### config.mk
export PLATFORM = sky130hd
export DESIGN_NAME = touch_adc_responder
export DESIGN_NICKNAME = d
export VERILOG_FILES = /design/src/rtl/touch_adc_pkg.sv /design/src/rtl/touch_sig_sync.sv /design/src/rtl/touch_adc_responder.sv
export SDC_FILE = /design/constraint.sdc
export NUM_CORES = 1
export LEC_CHECK = 0
export CAP_MARGIN = 20
export CORE_UTILIZATION = 45
export CTS_CLUSTER_DIAMETER = 30
export CTS_CLUSTER_SIZE = 14
export DETAILED_ROUTE_END_ITERATION = 10
export PLACE_DENSITY = 0.72
export SETUP_SLACK_MARGIN = 0.05
export SYNTH_ARGS = -nofsm -noshare
export SYNTH_HDL_FRONTEND = slang
export SYNTH_SLANG_ARGS = --single-unit
### constraint.sdc
create_clock -name cclk -period 3.2 [get_ports cclk]
set_input_delay 0.64 -clock cclk [delete_from_list [all_inputs] [get_ports cclk]]
set_output_delay 0.64 -clock cclk [all_outputs]
set_load 0.1 [all_outputs]
### src/rtl/touch_adc_pkg.sv
// ---------------------------------------------------------------------------
// touch_adc_pkg
// Shared definitions for the resistive-touch ADC responder model:
//   - FSM state encoding (IDLE/CMD/BUSY/DATA/TAIL)
//   - channel address codes carried in control byte bits [6:4]
//   - control byte length and reduced-resolution word width
// ---------------------------------------------------------------------------
package touch_adc_pkg;

  typedef enum logic [2:0] {
    ST_IDLE = 3'd0,
    ST_CMD  = 3'd1,
    ST_BUSY = 3'd2,
    ST_DATA = 3'd3,
    ST_TAIL = 3'd4
  } state_t;

  localparam logic [2:0] CH_X  = 3'b101;
  localparam logic [2:0] CH_Y  = 3'b001;
  localparam logic [2:0] CH_Z1 = 3'b011;

  localparam int CMD_BITS     = 8;
  // Word width returned when the MODE bit selects reduced resolution
  localparam int LOW_RES_BITS = 8;

endpackage

### src/rtl/touch_sig_sync.sv
// ---------------------------------------------------------------------------
// touch_sig_sync
// Multi-flop synchronizer for one asynchronous input plus rise/fall detect
// on the synchronized level. Everything is clocked by cclk.
// Ports:
//   cclk   in   system clock
//   rstb   in   asynchronous active-low reset
//   raw    in   asynchronous input
//   level  out  synchronized level (STAGES flops after raw)
//   rise   out  1-cclk pulse when level goes 0->1
//   fall   out  1-cclk pulse when level goes 1->0
// Parameters:
//   STAGES   synchronizer depth, 2..4
//   RST_VAL  value the chain resets to (idle level of the input)
// ---------------------------------------------------------------------------
module touch_sig_sync #(
  parameter int   STAGES  = 2,
  parameter logic RST_VAL = 1'b0
) (
  input  logic cclk,
  input  logic rstb,
  input  logic raw,
  output logic level,
  output logic rise,
  output logic fall
);

  logic [STAGES-1:0] chain_reg;
  logic              prev_reg;

  always_ff @(posedge cclk or negedge rstb) begin
    if (!rstb) begin
      chain_reg <= {STAGES{RST_VAL}};
      prev_reg  <= RST_VAL;
    end else begin
      chain_reg <= {chain_reg[STAGES-2:0], raw};
      prev_reg  <= chain_reg[STAGES-1];
    end
  end

  assign level = chain_reg[STAGES-1];
  assign rise  = level & ~prev_reg;
  assign fall  = ~level & prev_reg;

endmodule

### src/rtl/touch_adc_responder.sv
// ---------------------------------------------------------------------------
// touch_adc_responder
// SPI responder model of a resistive-touch ADC. Decodes 8-bit control bytes
// shifted in on touch_data_in (sampled on DCLK rise) and returns a 12-bit or
// 8-bit conversion word on touch_data_out (updated on DCLK fall), after a
// one-DCLK busy gap. Channel values come from the x/y/z fabric inputs.
// Ports:
//   cclk, rstb           system clock, asynchronous active-low reset
//   touch_clk            DCLK from initiator (async, half-period >= 4 cclk)
//   touch_csb            chip select, active-low
//   touch_data_in        DIN
//   touch_data_out       DOUT
//   touch_busy           BUSY flag
//   x_val, y_val, z_val  channel values for X, Y, Z1
//   cmd_strobe           1-cclk pulse when a control byte completes
//   cmd_byte             last completed control byte
//   conv_count           completed conversions (wraps)
// Configuration macro:
//   TOUCH_ADC_RESP_BUSY_EN  defined: touch_busy pulses for one DCLK period.
//                           undefined: touch_busy stays 0; the busy gap in
//                           the DOUT timing is kept.
// ---------------------------------------------------------------------------
module touch_adc_responder
  import touch_adc_pkg::*;
#(
  parameter int SYNC_STAGES = 2,
  parameter int DATA_BITS   = 12
) (
  input  logic                 cclk,
  input  logic                 rstb,
  input  logic                 touch_clk,
  input  logic                 touch_csb,
  input  logic                 touch_data_in,
  output logic                 touch_data_out,
  output logic                 touch_busy,
  input  logic [DATA_BITS-1:0] x_val,
  input  logic [DATA_BITS-1:0] y_val,
  input  logic [DATA_BITS-1:0] z_val,
  output logic                 cmd_strobe,
  output logic [7:0]           cmd_byte,
  output logic [15:0]          conv_count
);

  localparam int CNT_W = $clog2((DATA_BITS > CMD_BITS) ? DATA_BITS : CMD_BITS);
  localparam logic [CNT_W-1:0] CMD_LAST  = CNT_W'(CMD_BITS - 1);
  localparam logic [CNT_W-1:0] LAST_FULL = CNT_W'(DATA_BITS - 1);
  localparam logic [CNT_W-1:0] LAST_LOW  = CNT_W'(LOW_RES_BITS - 1);

`ifdef TOUCH_ADC_RESP_BUSY_EN
  localparam logic BUSY_LEVEL = 1'b1;
`else
  localparam logic BUSY_LEVEL = 1'b0;
`endif

  // Index 0: DCLK, 1: chip select, 2: DIN. All three see the same depth so
  // DIN stays aligned with the DCLK edge that samples it.
  logic [2:0] raw_vec, level_vec, rise_vec, fall_vec;
  assign raw_vec = {touch_data_in, touch_csb, touch_clk};

  genvar gi;
  generate
    for (gi = 0; gi < 3; gi++) begin : g_sync
      touch_sig_sync #(
        .STAGES  (SYNC_STAGES),
        .RST_VAL ((gi == 1) ? 1'b1 : 1'b0)
      ) u_sync (
        .cclk  (cclk),
        .rstb  (rstb),
        .raw   (raw_vec[gi]),
        .level (level_vec[gi]),
        .rise  (rise_vec[gi]),
        .fall  (fall_vec[gi])
      );
    end
  endgenerate

  logic clk_rise, clk_fall, csb_level, din_level;
  assign clk_rise  = rise_vec[0];
  assign clk_fall  = fall_vec[0];
  assign csb_level = level_vec[1];
  assign din_level = level_vec[2];

  logic unused_edges;
  assign unused_edges = ^{rise_vec[2:1], fall_vec[2:1], level_vec[0]};

  state_t                 state_reg, state_next;
  logic [CNT_W-1:0]       bit_cnt_reg, bit_cnt_next;
  logic [CMD_BITS-1:0]    cmd_shift_reg, cmd_shift_next;
  logic [DATA_BITS-1:0]   data_shift_reg, data_shift_next;
  logic                   mode8_reg, mode8_next;
  logic                   dout_reg, dout_next;
  logic                   busy_reg, busy_next;
  logic                   strobe_reg, strobe_next;
  logic [7:0]             cmd_byte_reg, cmd_byte_next;
  logic [15:0]            conv_count_reg, conv_count_next;

  // Control byte as it stands including the bit arriving on this rise
  logic [CMD_BITS-1:0]    cmd_word;
  logic [DATA_BITS-1:0]   snapshot;
  logic [DATA_BITS-1:0]   low_res_word;

  assign cmd_word = {cmd_shift_reg[CMD_BITS-2:0], din_level};

  always_comb begin
    snapshot = '0;
    case (cmd_word[6:4])
      CH_X:    snapshot = x_val;
      CH_Y:    snapshot = y_val;
      CH_Z1:   snapshot = z_val;
      default: snapshot = '0;
    endcase
  end

  // Reduced resolution: top bits left-aligned so the same MSB-first shifter
  // serves both modes.
  assign low_res_word = {snapshot[DATA_BITS-1 -: LOW_RES_BITS],
                         {(DATA_BITS-LOW_RES_BITS){1'b0}}};

  always_comb begin
    state_next      = state_reg;
    bit_cnt_next    = bit_cnt_reg;
    cmd_shift_next  = cmd_shift_reg;
    data_shift_next = data_shift_reg;
    mode8_next      = mode8_reg;
    dout_next       = dout_reg;
    busy_next       = busy_reg;
    strobe_next     = 1'b0;
    cmd_byte_next   = cmd_byte_reg;
    conv_count_next = conv_count_reg;

    if (csb_level) begin
      state_next   = ST_IDLE;
      dout_next    = 1'b0;
      busy_next    = 1'b0;
      bit_cnt_next = '0;
    end else begin
      unique case (state_reg)
        ST_IDLE, ST_TAIL: begin
          dout_next = 1'b0;
          busy_next = 1'b0;
          // Leading zeros are ignored; the first 1 is the start bit
          if (clk_rise && din_level) begin
            state_next     = ST_CMD;
            bit_cnt_next   = CNT_W'(1);
            cmd_shift_next = {{(CMD_BITS-1){1'b0}}, 1'b1};
          end
        end
        ST_CMD: begin
          if (clk_rise) begin
            if (bit_cnt_reg == CMD_LAST) begin
              cmd_byte_next   = cmd_word;
              strobe_next     = 1'b1;
              mode8_next      = cmd_word[3];
              data_shift_next = cmd_word[3] ? low_res_word : snapshot;
              bit_cnt_next    = '0;
              state_next      = ST_BUSY;
            end else begin
              cmd_shift_next = cmd_word;
              bit_cnt_next   = bit_cnt_reg + 1'b1;
            end
          end
        end
        ST_BUSY: begin
          // bit_cnt_reg doubles as the fall counter: 0 = busy fall pending
          if (clk_fall) begin
            if (bit_cnt_reg == '0) begin
              busy_next    = BUSY_LEVEL;
              dout_next    = 1'b0;
              bit_cnt_next = CNT_W'(1);
            end else begin
              busy_next       = 1'b0;
              dout_next       = data_shift_reg[DATA_BITS-1];
              data_shift_next = {data_shift_reg[DATA_BITS-2:0], 1'b0};
              bit_cnt_next    = mode8_reg ? LAST_LOW : LAST_FULL;
              state_next      = ST_DATA;
            end
          end
        end
        ST_DATA: begin
          // bit_cnt_reg = bits still to send after the one on dout
          if (clk_fall) begin
            if (bit_cnt_reg != '0) begin
              dout_next       = data_shift_reg[DATA_BITS-1];
              data_shift_next = {data_shift_reg[DATA_BITS-2:0], 1'b0};
              bit_cnt_next    = bit_cnt_reg - 1'b1;
            end else begin
              dout_next       = 1'b0;
              conv_count_next = conv_count_reg + 16'd1;
              state_next      = ST_TAIL;
            end
          end
        end
        default: state_next = ST_IDLE;
      endcase
    end
  end

  always_ff @(posedge cclk or negedge rstb) begin
    if (!rstb) begin
      state_reg      <= ST_IDLE;
      bit_cnt_reg    <= '0;
      cmd_shift_reg  <= '0;
      data_shift_reg <= '0;
      mode8_reg      <= 1'b0;
      dout_reg       <= 1'b0;
      busy_reg       <= 1'b0;
      strobe_reg     <= 1'b0;
      cmd_byte_reg   <= '0;
      conv_count_reg <= '0;
    end else begin
      state_reg      <= state_next;
      bit_cnt_reg    <= bit_cnt_next;
      cmd_shift_reg  <= cmd_shift_next;
      data_shift_reg <= data_shift_next;
      mode8_reg      <= mode8_next;
      dout_reg       <= dout_next;
      busy_reg       <= busy_next;
      strobe_reg     <= strobe_next;
      cmd_byte_reg   <= cmd_byte_next;
      conv_count_reg <= conv_count_next;
    end
  end

  assign touch_data_out = dout_reg;
  assign touch_busy     = busy_reg;
  assign cmd_strobe     = strobe_reg;
  assign cmd_byte       = cmd_byte_reg;
  assign conv_count     = conv_count_reg;

endmodule

==> results of run 1 <==
-- metal layers --
metal	global-route usage [%]	wire [um]
met1	26.3	2980
met2	29.9	2980
met3	4.52	232
met4	8.94	145
met5	0	0
-- final cells by class --
cell class	count	share of cell area, %
repair buffers	70	16.1
flip-flops and latches	59	38.3
inverters	12	1.17
clock inverters	3	1.04
well taps	77	2.49
multi-input cells	199	37.3
clock buffers	11	3.66
-- placed cells by master, fill, tap and decap left out, types with 2 or more instances in the layout --
cell type and n:
nor2_1 8, xor2_1 6, and2_1 3, ha_1 3, and3_1 5, nand3b_1 2, o21ai_0 21, a211oi_2 2
dfrtp_1 57, mux2_2 11, inv_1 12, mux2_1 9, and4_1 2, clkdlybuf4s50_1 39, clkbuf_8 10, a22o_1 11
mux2i_1 14, o31ai_1 2, nand2_1 28, nand2b_1 4, a21oi_1 9, xnor2_1 14, or3_1 3, nand4_1 2
clkinv_2 2, nor2b_1 5, nor3b_1 2, buf_4 30, o2bb2ai_1 3, nor3b_2 2, nand3_1 11, dfstp_2 2
nor3_1 2
-- worst register-to-register path, delay by kind of cell (launching register included) --
family,cells,cell delay [ns]
simple gates,3,1.31
mux,1,0.41
flops,1,0.67
-- power breakdown --
| part | total [mW] | internal, mW | switching [mW] |
|---|---|---|---|
| sequential | 0.799 | 0.771 | 0.0284 |
| combinational | 0.190 | 0.0950 | 0.0946 |
| clock | 0.639 | 0.369 | 0.270 |
-- worst paths after layout --
check	startpoint	to	slack, ns	cells past startpoint
worst max-delay path	state_reg[1]$_DFFE_PN0P_	data_shift_reg[2]$_DFFE_PN0P_	0.70	4
worst min-delay path	g_sync[2].u_sync.chain_reg[0]$_DFF_PN0_	g_sync[2].u_sync.chain_reg[1]$_DFF_PN0_	0.35	0
worst max register to register	state_reg[1]$_DFFE_PN0P_	data_shift_reg[2]$_DFFE_PN0P_	0.70	4
worst min register to register	g_sync[2].u_sync.chain_reg[0]$_DFF_PN0_	g_sync[2].u_sync.chain_reg[1]$_DFF_PN0_	0.35	0
max in group asynchronous	rstb	bit_cnt_reg[1]$_DFFE_PN0P_	2.24	2
min in group asynchronous	rstb	data_shift_reg[7]$_DFFE_PN0P_	0.44	2
-- cell families after synthesis --
kind of cell	count (synthesis)	share of synthesized area (%)
simple gates	86	16.0
flops	59	48.2
compound gates	55	12.1
mux	34	11.9
buf+inv	30	4.73
xor+xnor	20	5.71
fa+ha+maj	3	1.22
other cells	1	0.122
-- through the flow --
stage | hold WS (ns) | setup slack (ns) | power, mW
floorplan | 0.331 | 1.10 | 0.920
global placement | 0.333 | 0.751 | 0.998
detailed placement | 0.339 | 0.714 | 1.00
CTS | 0.353 | 0.702 | 1.65
global route | 0.360 | 0.529 | 1.71
finish | 0.349 | 0.699 | 1.63
==> run metrics, run 1 <==
Skew-Pair Late Insertion Delay=0.33 ns; leading area contributor after synthesis=dfrtp_1; failing checks=design-rule violations; vias in the first global route=2274; Clock Pin Slew Worst Setup and Hold Paths=0.06 ns; Synth area leaders=dfrtp_1 47%, mux2i_1 4.6%, mux2_2 4.0%; Sequential cell area=1480 um2; clk root buf=clkbuf_8; Post-Syn Nets=332; post-cts hold buffer count=0; CP delay by family, top=simple AND/OR/NAND/NOR gates; WL/cell=14.7 um; Placed Area=3680 um2; count leader, synth=dfrtp_1; status=complete, but fails checks; Initial Util=47.5%; first-pass GRT wire length=10800 um; crit path launch type=register; die width=84.5 um; Detailed Route WL=6340 um; clock buffer depth=2; Ys Warns=0; CTS tree=yes; Tmin final=2.50 ns; critical path buffer and inverter count=0; Slew Viols, Final=0; floorplan core area=6460 um2; Inserted Diodes=0; CP arrival=2.72 ns; vias=2323; Antenna Violating Nets Remaining=0; Worst Hold Class=register to register; number of flip-flops in the largest register=16; # DRC=3; GR Util All Layers=19.4%; FMAX=0.400 GHz; Setup CP Type=register to register; Post-synth top cells=57 x dfrtp_1, 28 x nand2_1, 21 x o21ai_0, 14 x mux2i_1, 14 x xnor2_1; Rel. slew slack=45.3%; H-tree levels=3; TNS Setup=0 ns; Unique masters post-synth=49; Finished Cell Area=3860 um2; synthesized area=3070 um2; Setup Fix Bufs, Post-CTS=0; fin crit share=78.1%; Worst EP required=3.42 ns; placed cell count=417; GP Congestion=0.838; non-filler cells, final=431; area of the multi-input gates=1440 um2; drt initial violations=99; top cell type's share of synthesized area=46.5%; CP max stage delay=0.75 ns; die height=84.5 um; DR pass1 iterations=7; Die ar.=7150 um2; I/O pin cnt=68; Nets=395; CP Capture Type=register; CTS sink cnt=59; Hold Vio Cnt, Final=0; CTS buffer count=9; initial antenna violation count=0; Max IR drop VDD=0.297 mV; Slew @ Worst Pin=0.817 ns; final setup vio count=0; area grow syn2layout=26.0%; critical path, cell by cell=nor2_1 -> or3_1 -> nor4b_4 -> mux2_2; MaxCap Viol Count=0; CTS resizes=0; Syn Area/Cell=10.6 um2; register area share after synthesis=48.2%; post-layout util=59.8%; Via-to-Cell Ratio=5.39; IO buf count=66; Overflow after GRT=0; Clock Skews=0.00879 ns; largest net degree at the start of global routing=60; LEAKAGE=1.72 nW; FFs w/ async S/R, synth=100%; Syn Inst Count=288; RSZ-0062 raised after global routing=false; Pwr per Cell Area=421 nW/um2; share of cells above drive strength 1=18.4%; Yosys reg bits=59; critical path's slowest cell=nor4b_4; # fillers=558; main flop type after synthesis=dfrtp_1; Post-synth EDFFs=0; Rows=29; hpwl dp=4500 um; crit path max fanout=16
No activity file was read; power rests on OpenSTA's default activity.
==> run 2, diff against run 1 <==
Settings changed: PLACE_DENSITY 0.72 to 0.75.
Clock period 3.2 ns to 2 ns, I/O delays scaled along.
==> run 2 against run 1 <==
Net effect:
- the run still ends with design-rule violations left
- clock-buffer cell count fell by 2
- total power increased by 66%
- register-to-register slack worse by 0.58 ns
- clock power rose by 64%
- cell count up 5.1%
- via count up 6.2%
- non-clock buffer count up 20
- final area up 5.6%
- global-route usage increased by 1.7 points
- largest power group unchanged
==> run metrics, run 2 (synthesis results as in run 1) <==
status=complete, but fails checks; failing checks=design-rule violations; GP Congestion=0.921 (+10%); Rows=29 (unchanged); Hold WS=0.0345 ns (-0.315 ns); Reg-to-Reg Start=bit_cnt_reg[0]$_DFFE_PN0P_; Nets=415 (+5.1%); Max IR drop VDD=0.529 mV (+78%); CTS buffer count=9 (unchanged); vias=2467 (+6.2%); floorplan core area=6460 um2 (unchanged); Tot Pwr=2.71 mW (+66%); Clock Skews=0.00691 ns (-0.00188 ns); share of cells above drive strength 1=26.1% (+7.7 points); H-tree levels=3 (unchanged); Clock Pin Slew Worst Setup and Hold Paths=0.07 ns (about the same); CP max stage delay=0.44 ns (-0.31 ns); Via-to-Cell Ratio=5.45 (+1.0%); initial antenna violation count=0 (unchanged); Skew-Pair Late Insertion Delay=0.34 ns (about the same); Tmin final=1.88 ns (-0.623 ns); Setup WS pre-CTS=0.0618 ns (-0.653 ns); vias in the first global route=2517 (+11%); drt initial violations=146 (+47%); CP Capture Type=register; crit path from=bit_cnt_reg[0]$_DFFE_PN0P_; Inserted Diodes=0 (unchanged); Antenna Violating Nets Remaining=0 (unchanged); CP arrival=2.14 ns (-0.58 ns); post-layout util=63.2% (+3.3 points); CTS sink cnt=59 (unchanged); hpwl dp=4880 um (+8.6%); area grow syn2layout=33.1%; Worst EP required=2.26 ns (-1.16 ns); LEAKAGE=1.82 nW (+5.9%); critical path, cell by cell=inv_1 -> ha_4 -> nor3b_4 -> xnor2_1 -> o211ai_1 -> or3_1 -> a21oi_1; die width=84.5 um (unchanged); MaxCap Viol Count=0 (unchanged); clock buffer depth=2 (unchanged); Setup CP Type=register to register; DR pass1 iterations=9 (+2); I/O pin cnt=68 (unchanged); # DRC=3 (unchanged); Pwr per Cell Area=665 nW/um2 (+58%); Detailed Route WL=6940 um (+9.4%); IO buf count=66 (unchanged); critical path's slowest cell=dfrtp_2; Worst Hold Class=input port to asynchronous set/reset pin; first-pass GRT wire length=11800 um (+8.9%); Overflow after GRT=0 (unchanged); largest net degree at the start of global routing=38 (-37%); WL/cell=15.3 um (+4.1%); fin crit share=93.9% (+16 points); CTS tree=yes; # fillers=523 (-6.3%); clk root buf=clkbuf_8; crit path max fanout=5 (-11); commonest non-fill, non-tap cell in the layout=dfrtp_1; r2r worst-path depth=7 (+3); Hold Vio Cnt, Final=0 (unchanged); final setup vio count=0 (unchanged); commonest cells after routing, fill and taps aside=51 x dfrtp_1, 49 x buf_4, 39 x clkdlybuf4s50_1; Initial Util=47.5% (unchanged); die height=84.5 um (unchanged); final setup margin=0.123 ns (-0.577 ns); Slew Viols, Final=0 (unchanged); TNS Setup=0 ns (unchanged); GR Util All Layers=21.1% (+1.7 points); RSZ-0062 raised after global routing=true; crit path launch type=register; FMAX=0.533 GHz (+33%); post-cts hold buffer count=0 (unchanged); number of flip-flops in the largest register=16 (unchanged); Die ar.=7150 um2 (unchanged)
[run 2: worst paths after layout]
kind | slack, ns | to
max | 0.12 | state_reg[2]$_DFFE_PN0P_
min | 0.03 | cmd_byte[4]$_DFFE_PN0P_
max reg2reg | 0.12 | state_reg[2]$_DFFE_PN0P_
min reg2reg | 0.34 | g_sync[0].u_sync.chain_reg[1]$_DFF_PN0_
max in group asynchronous | 1.53 | conv_count[0]$_DFFE_PN0P_
min in group cclk | 0.34 | g_sync[0].u_sync.chain_reg[1]$_DFF_PN0_
[run 2: per-layer routing]
| layer | GRT usage [%] | wire length (um) |
|---|---|---|
| met1 | 26.7 | 2990 |
| met2 | 35.0 | 3490 |
| met3 | 6.29 | 324 |
| met4 | 6.78 | 136 |
| met5 | 0 | 0 |
[run 2: worst max-delay path, delay by kind of cell (launching register included)]
kind | cells | cell delay [ns]
buffers and inverters | 1 | 0.09
AO/OA/AOI/OAI | 2 | 0.34
XOR/XNOR | 1 | 0.16
adder cells (fa/ha/maj) | 1 | 0.14
flip-flops | 1 | 0.44
AND/OR/NAND/NOR | 2 | 0.63
[run 2: through the flow]
stage	std cells	area, um2
6_report	453	4080
3_5_place_dp	433	3820
2_1_floorplan	288	3070
3_3_place_gp	433	3820
5_1_grt	453	4080
4_1_cts	450	4030
[run 2: layout make-up]
cell class | instances | area, um2 | area share [%]
Clock buffer | 9 | 124 | 3.04
Clock inverter | 7 | 68.8 | 1.69
Inverter | 12 | 45.0 | 1.10
Multi-Input combinational cell | 199 | 1480 | 36.2
Sequential cell | 59 | 1490 | 36.4
Tap cell | 77 | 96.3 | 2.36
Timing Repair Buffer | 90 | 783 | 19.2
[run 2: power breakdown]
| group | switching (mW) | leakage [nW] | internal, mW | total [mW] |
|---|---|---|---|---|
| combinational | 0.188 | 0.936 | 0.203 | 0.392 |
| sequential | 0.0322 | 0.791 | 1.23 | 1.27 |
| clock | 0.484 | 0.0950 | 0.569 | 1.05 |
[run 2: timing repair]
action,4_1_cts,5_1_grt
pin swaps,0,5
buffers inserted,1,3
endpoints found under the setup margin,3,36
resized for setup,2,8
==> run 3, diff against run 2 <==
Settings changed: GPL_TIMING_DRIVEN set to 1.
==> results of run 3 <==
Same layout as run 2: the final DEF is identical, and so are final timing and power.
